`src/rtl/stg1if_if.sv`:
```
// Instruction-fetch stage bus: the beat from the instruction-address stage
// (pc + memory word) and the registered beat handed to decode.
interface stg1if_if #(
  parameter int ADDR_W  = 24,
  parameter int INSTR_W = 24
);
  logic [ADDR_W-1:0]  iw_pc;
  logic               iw_ia_valid;
  logic [INSTR_W-1:0] iw_mem_data;
  logic               iw_stall;
  logic               iw_flush;
  logic [ADDR_W-1:0]  ow_pc;
  logic [INSTR_W-1:0] ow_instr;
  logic               ow_if_valid;
  logic               ow_hold;

  // Handshake: a beat moves upstream->stage when iw_ia_valid=1 and ow_hold=0
  // (and no flush); it moves stage->downstream when ow_if_valid=1 and
  // iw_stall=0. While ow_hold=1 upstream must keep re-presenting its beat.
  modport master (
    output iw_pc, iw_ia_valid, iw_mem_data, iw_stall, iw_flush,
    input  ow_pc, ow_instr, ow_if_valid, ow_hold
  );

  modport slave (
    input  iw_pc, iw_ia_valid, iw_mem_data, iw_stall, iw_flush,
    output ow_pc, ow_instr, ow_if_valid, ow_hold
  );
endinterface

```
`src/rtl/stg1if.sv`:
```
// Instruction-fetch register stage: an output register backed by a one-entry
// skid buffer so the registered ow_hold can lag the downstream stall by a cycle.
module stg1if_core #(
  parameter int ADDR_W  = 24,
  parameter int INSTR_W = 24
) (
  input  logic         clk,
  input  logic         rst,
  stg1if_if.slave      bus,
  output logic [1:0]   dbg_state
);
  typedef enum logic [1:0] {
    ST_EMPTY = 2'd0,
    ST_ONE   = 2'd1,
    ST_FULL  = 2'd2
  } state_e;

  state_e             state_q, state_d;
  logic [ADDR_W-1:0]  out_pc_q, out_pc_d;
  logic [INSTR_W-1:0] out_instr_q, out_instr_d;
  logic [ADDR_W-1:0]  skd_pc_q, skd_pc_d;
  logic [INSTR_W-1:0] skd_instr_q, skd_instr_d;

  logic out_vld;
  logic hold;
  logic accept;
  logic take;

  // Entry valid bits are decoded from the state register, so OUT.valid and
  // SKD.valid are registered and ow_hold has no path from any input.
  always_comb begin
    out_vld = (state_q != ST_EMPTY);
    hold    = (state_q == ST_FULL);
    accept  = bus.iw_ia_valid & ~hold & ~bus.iw_flush;
    take    = out_vld & ~bus.iw_stall;
  end

  always_comb begin
    state_d     = state_q;
    out_pc_d    = out_pc_q;
    out_instr_d = out_instr_q;
    skd_pc_d    = skd_pc_q;
    skd_instr_d = skd_instr_q;
    if (bus.iw_flush) begin
      // Payload is left stale; only the valid bits (the state) clear.
      state_d = ST_EMPTY;
    end else begin
      unique case (state_q)
        ST_EMPTY: begin
          if (accept) begin
            out_pc_d    = bus.iw_pc;
            out_instr_d = bus.iw_mem_data;
            state_d     = ST_ONE;
          end
        end
        ST_ONE: begin
          if (accept && take) begin
            out_pc_d    = bus.iw_pc;
            out_instr_d = bus.iw_mem_data;
          end else if (accept) begin
            skd_pc_d    = bus.iw_pc;
            skd_instr_d = bus.iw_mem_data;
            state_d     = ST_FULL;
          end else if (take) begin
            state_d = ST_EMPTY;
          end
        end
        ST_FULL: begin
          if (take) begin
            out_pc_d    = skd_pc_q;
            out_instr_d = skd_instr_q;
            state_d     = ST_ONE;
          end
        end
        default: state_d = ST_EMPTY;
      endcase
    end
  end

  always_ff @(posedge clk) begin
    if (rst) begin
      state_q     <= ST_EMPTY;
      out_pc_q    <= '0;
      out_instr_q <= '0;
      skd_pc_q    <= '0;
      skd_instr_q <= '0;
    end else begin
      state_q     <= state_d;
      out_pc_q    <= out_pc_d;
      out_instr_q <= out_instr_d;
      skd_pc_q    <= skd_pc_d;
      skd_instr_q <= skd_instr_d;
    end
  end

  assign bus.ow_pc       = out_pc_q;
  assign bus.ow_instr    = out_instr_q;
  assign bus.ow_if_valid = out_vld;
  assign bus.ow_hold     = hold;
  assign dbg_state       = state_q;
endmodule

module stg1if #(
  parameter int ADDR_W  = 24,
  parameter int INSTR_W = 24
) (
  input  logic               iw_clk,
  input  logic               iw_rst,
  input  logic [ADDR_W-1:0]  iw_pc,
  input  logic               iw_ia_valid,
  input  logic [INSTR_W-1:0] iw_mem_data,
  input  logic               iw_stall,
  input  logic               iw_flush,
  output logic [ADDR_W-1:0]  ow_pc,
  output logic [INSTR_W-1:0] ow_instr,
  output logic               ow_if_valid,
  output logic               ow_hold,
  output logic [1:0]         ow_dbg_state
);
  stg1if_if #(.ADDR_W(ADDR_W), .INSTR_W(INSTR_W)) u_bus ();

  assign u_bus.iw_pc       = iw_pc;
  assign u_bus.iw_ia_valid = iw_ia_valid;
  assign u_bus.iw_mem_data = iw_mem_data;
  assign u_bus.iw_stall    = iw_stall;
  assign u_bus.iw_flush    = iw_flush;
  assign ow_pc             = u_bus.ow_pc;
  assign ow_instr          = u_bus.ow_instr;
  assign ow_if_valid       = u_bus.ow_if_valid;
  assign ow_hold           = u_bus.ow_hold;

  stg1if_core #(.ADDR_W(ADDR_W), .INSTR_W(INSTR_W)) u_core (
    .clk       (iw_clk),
    .rst       (iw_rst),
    .bus       (u_bus.slave),
    .dbg_state (ow_dbg_state)
  );
endmodule

```
`config.mk`:
```
export PLATFORM = sky130hd
export DESIGN_NAME = stg1if
export DESIGN_NICKNAME = d
export VERILOG_FILES = /design/src/rtl/stg1if_if.sv /design/src/rtl/stg1if.sv
export SDC_FILE = /design/constraint.sdc
export NUM_CORES = 1
export LEC_CHECK = 0
export CAP_MARGIN = 20
export CORE_ASPECT_RATIO = 1.2
export CORE_MARGIN = 2
export CORE_UTILIZATION = 43
export CTS_CLUSTER_DIAMETER = 200
export DETAILED_ROUTE_END_ITERATION = 10
export GPL_TIMING_DRIVEN = 1
export PLACE_DENSITY_LB_ADDON = 0.15
export SLEW_MARGIN = 15
export SYNTH_ARGS = -nofsm -noshare
export SYNTH_HDL_FRONTEND = slang
export SYNTH_HIERARCHICAL = 1
export SYNTH_SLANG_ARGS = --single-unit
```
`constraint.sdc`:
```
create_clock -name iw_clk -period 2.5 [get_ports iw_clk]
set_input_delay 0.75 -clock iw_clk [delete_from_list [all_inputs] [get_ports iw_clk]]
set_output_delay 0.75 -clock iw_clk [all_outputs]
set_load 0.02 [all_outputs]
```
==> summary.txt <==
Fin Setup TNS: 0 ns
Syn Area/Cell: 7.569 um^2
Hold WC Path Type: register to register
Main synth FF type: dfxtp_1
Synth top area cells: dfxtp_1 (47%), nand2_1 (17%), a21oi_1 (12%)
WL met1: 4.748 mm
CP max stage cell: clkdlybuf4s50_1
Worst setup EP type: primary output
RSZ-0062 raised after global routing: no
Post-synth EDFFs: 0
Clock slew at reported path FFs: 0.06 ns
CP max stage delay: 0.60 ns
DRC Markers: 0
Post-Syn Area: 4163 um^2
Yosys warns: 6
Vias in the first global route: 3752
Area leader, netlist: dfxtp_1
Die ar.: 10490 um^2
Synth cell types: 22
Power Density: 610.4 nW/um^2
Register area: 1962 um^2
Status: complete, no violations
Via count: 4017
Met2 WL: 5.278 mm
Most frequent cells in the layout: nand2_1 (193), clkdlybuf4s50_1 (102), a21oi_1 (98), dfxtp_1 (98), a211o_1 (48)
Row count: 39
Fill cells: 878
Die W: 93.82 um
Static leakage: 1.951 nW
GP Congestion: 0.7561
Routed len/inst: 14.33 um
Drt via density: 5.349
Final core utilization: 58.63%
Synth Instances: 550
Post-Route WL: 10.76 mm
Critical path cell sequence: nand2b_2 -> inv_2 -> clkdlybuf4s50_1
Clock tree root driver cell: clkbuf_16
Final #Nets: 677
DR WL met3: 545 um
Die H: 111.8 um
Synth top area share: 47.13%
Total CTS buffers: 9
First-pass GRT wire length: 17.60 mm
Dpl hpwl: 6.428 mm
Post-route cell area: 5550 um^2
Max Clk Rate: 423.3 MHz
Area of the core: 9467 um^2
WP data required: 1.75 ns
Remaining Overflow, GRT: 0
Endpoints failing hold: 0
Worst-Skew Late Latency: 0.34 ns
Placed cell area: 5260 um^2
Top Layer Used: met4
CP arrival: 1.61 ns
Share of cells above drive strength 1: 5.732%
DRT iter0 DRCs: 283
Hold buffers post-CTS: 0
CP Class: register to primary output
Clk sinks: 98
Peak supply drop: 0.3840 mV
Post-route clock period utilization: 94.49%
Commonest non-fill, non-tap cell in the layout: nand2_1
Multi-input logic area: 1973 um^2
CTS tree: yes
Worst-Margin Slew: 0.5473 ns
Max transition margin: 63.51%
Post_cts resized: 0
Port-buffer cells: 104
Antenna Cells: 0
Critical path fanouts, max: 7
Fin cells: 751
Placed Cells: 736
Post-CTS setup buffers: 0
Global Route Usage Sum: 20.53%
Pins over their slew limit: 0
Crit path time final: 2.362 ns
Crit start category: register
Largest net degree at the start of global routing: 85
DR pass1 iterations: 5
Final ANT Viol Nets: 0
Antenna violations before repair: 0
Post-synthesis sequential area ratio: 47.13%
# setup viols final: 0
Syn-to-layout area delta: 33.33%
Initial core utilization: 43.97%
Top-level port count: 105
Max cap viols: 0
Clock Skew: 0.005856 ns
CTS Buffer Depth: 2
CTS HTree Levels: 3
Mapped Nets: 603
FF+latch count, synth: 98
Post-synth ARST share: 0%
==> through the flow <==
stage	total power, mW	worst slack, ns	hold WS (ns)
3_3_place_gp	2.085	0.08278	0.4410
2_1_floorplan	1.873	0.6256	0.4366
6_report	3.388	0.1377	0.4539
3_5_place_dp	2.089	0.07216	0.4471
5_1_grt	3.516	0.07039	0.4734
4_1_cts	3.427	0.1040	0.4566
==> sequential cells by signal (all words and copies together) (netlist names) <==
register	flops
u_core/dbg_state	2
u_core/bus.ow_instr	24
u_core/bus.ow_pc	24
u_core/skd_pc_q	24
u_core/skd_instr_q	24
==> Yosys cell counts (2+ instances only) <==
cell / instances
buf_2: 16
buf_4: 3
clkbuf_1: 31
nor3_1: 2
o21ai_0: 31
buf_1: 2
o21ai_1: 17
dfxtp_1: 98
a21oi_1: 98
a211o_1: 48
nand2_1: 193
==> kinds of logic (layout without fill, tap and decap cells) <==
kind of cell           after synthesis  after routing  synth area share (%)
and+or+nand+nor                    201            201                 18.82
buffers and inverters               54            132                 5.621
AOI/OAI and AO/OA                  196            196                 28.16
DFF                                 98             98                 47.13
muxes                                1              1                0.2705
==> per-layer routing <==
layer | up-vias | global-route usage (%)
met5 | - | 0
met4 | 0 | 7.343
met3 | 13 | 4.330
met2 | 111 | 35.33
met1 | 1887 | 25.11
li1 | 2006 | -
==> worst paths after layout <==
check	from	endpoint	slack, ns	cells after the start
min reg2reg	u_core/skd_pc_q[12]	u_core/skd_pc_q[12]	0.45	2
min	u_core/skd_pc_q[12]	u_core/skd_pc_q[12]	0.45	2
max reg2reg	u_core/dbg_state[1]	u_core/bus.ow_pc[22]	0.74	6
max	u_core/dbg_state[1]	ow_hold	0.14	3
==> critical path: cells and delay by family, from the launching register on <==
| family | cells | cell delay, ns |
|---|---|---|
| buf+inv | 2 | 0.68 |
| flops | 1 | 0.48 |
| simple gates | 1 | 0.12 |
==> cell type report <==
class	count	area share [%]
Clock buffer	13	5.050
Clock inverter	2	0.1803
Inverter	2	0.1353
Multi-Input combinational cell	398	35.55
Sequential cell	98	35.35
Tap cell	123	2.773
Timing Repair Buffer	115	20.96
==> where the power goes <==
| group | total [mW] | leakage, nW | internal [mW] | switching (mW) |
|---|---|---|---|---|
| logic | 0.423 | 1.01 | 0.205 | 0.219 |
| clock network | 1.34 | 0.147 | 0.775 | 0.561 |
| registers | 1.63 | 0.796 | 1.61 | 0.0227 |
| total | 3.39 | 1.95 | 2.59 | 0.802 |
Power figures use the tool's default switching activity.
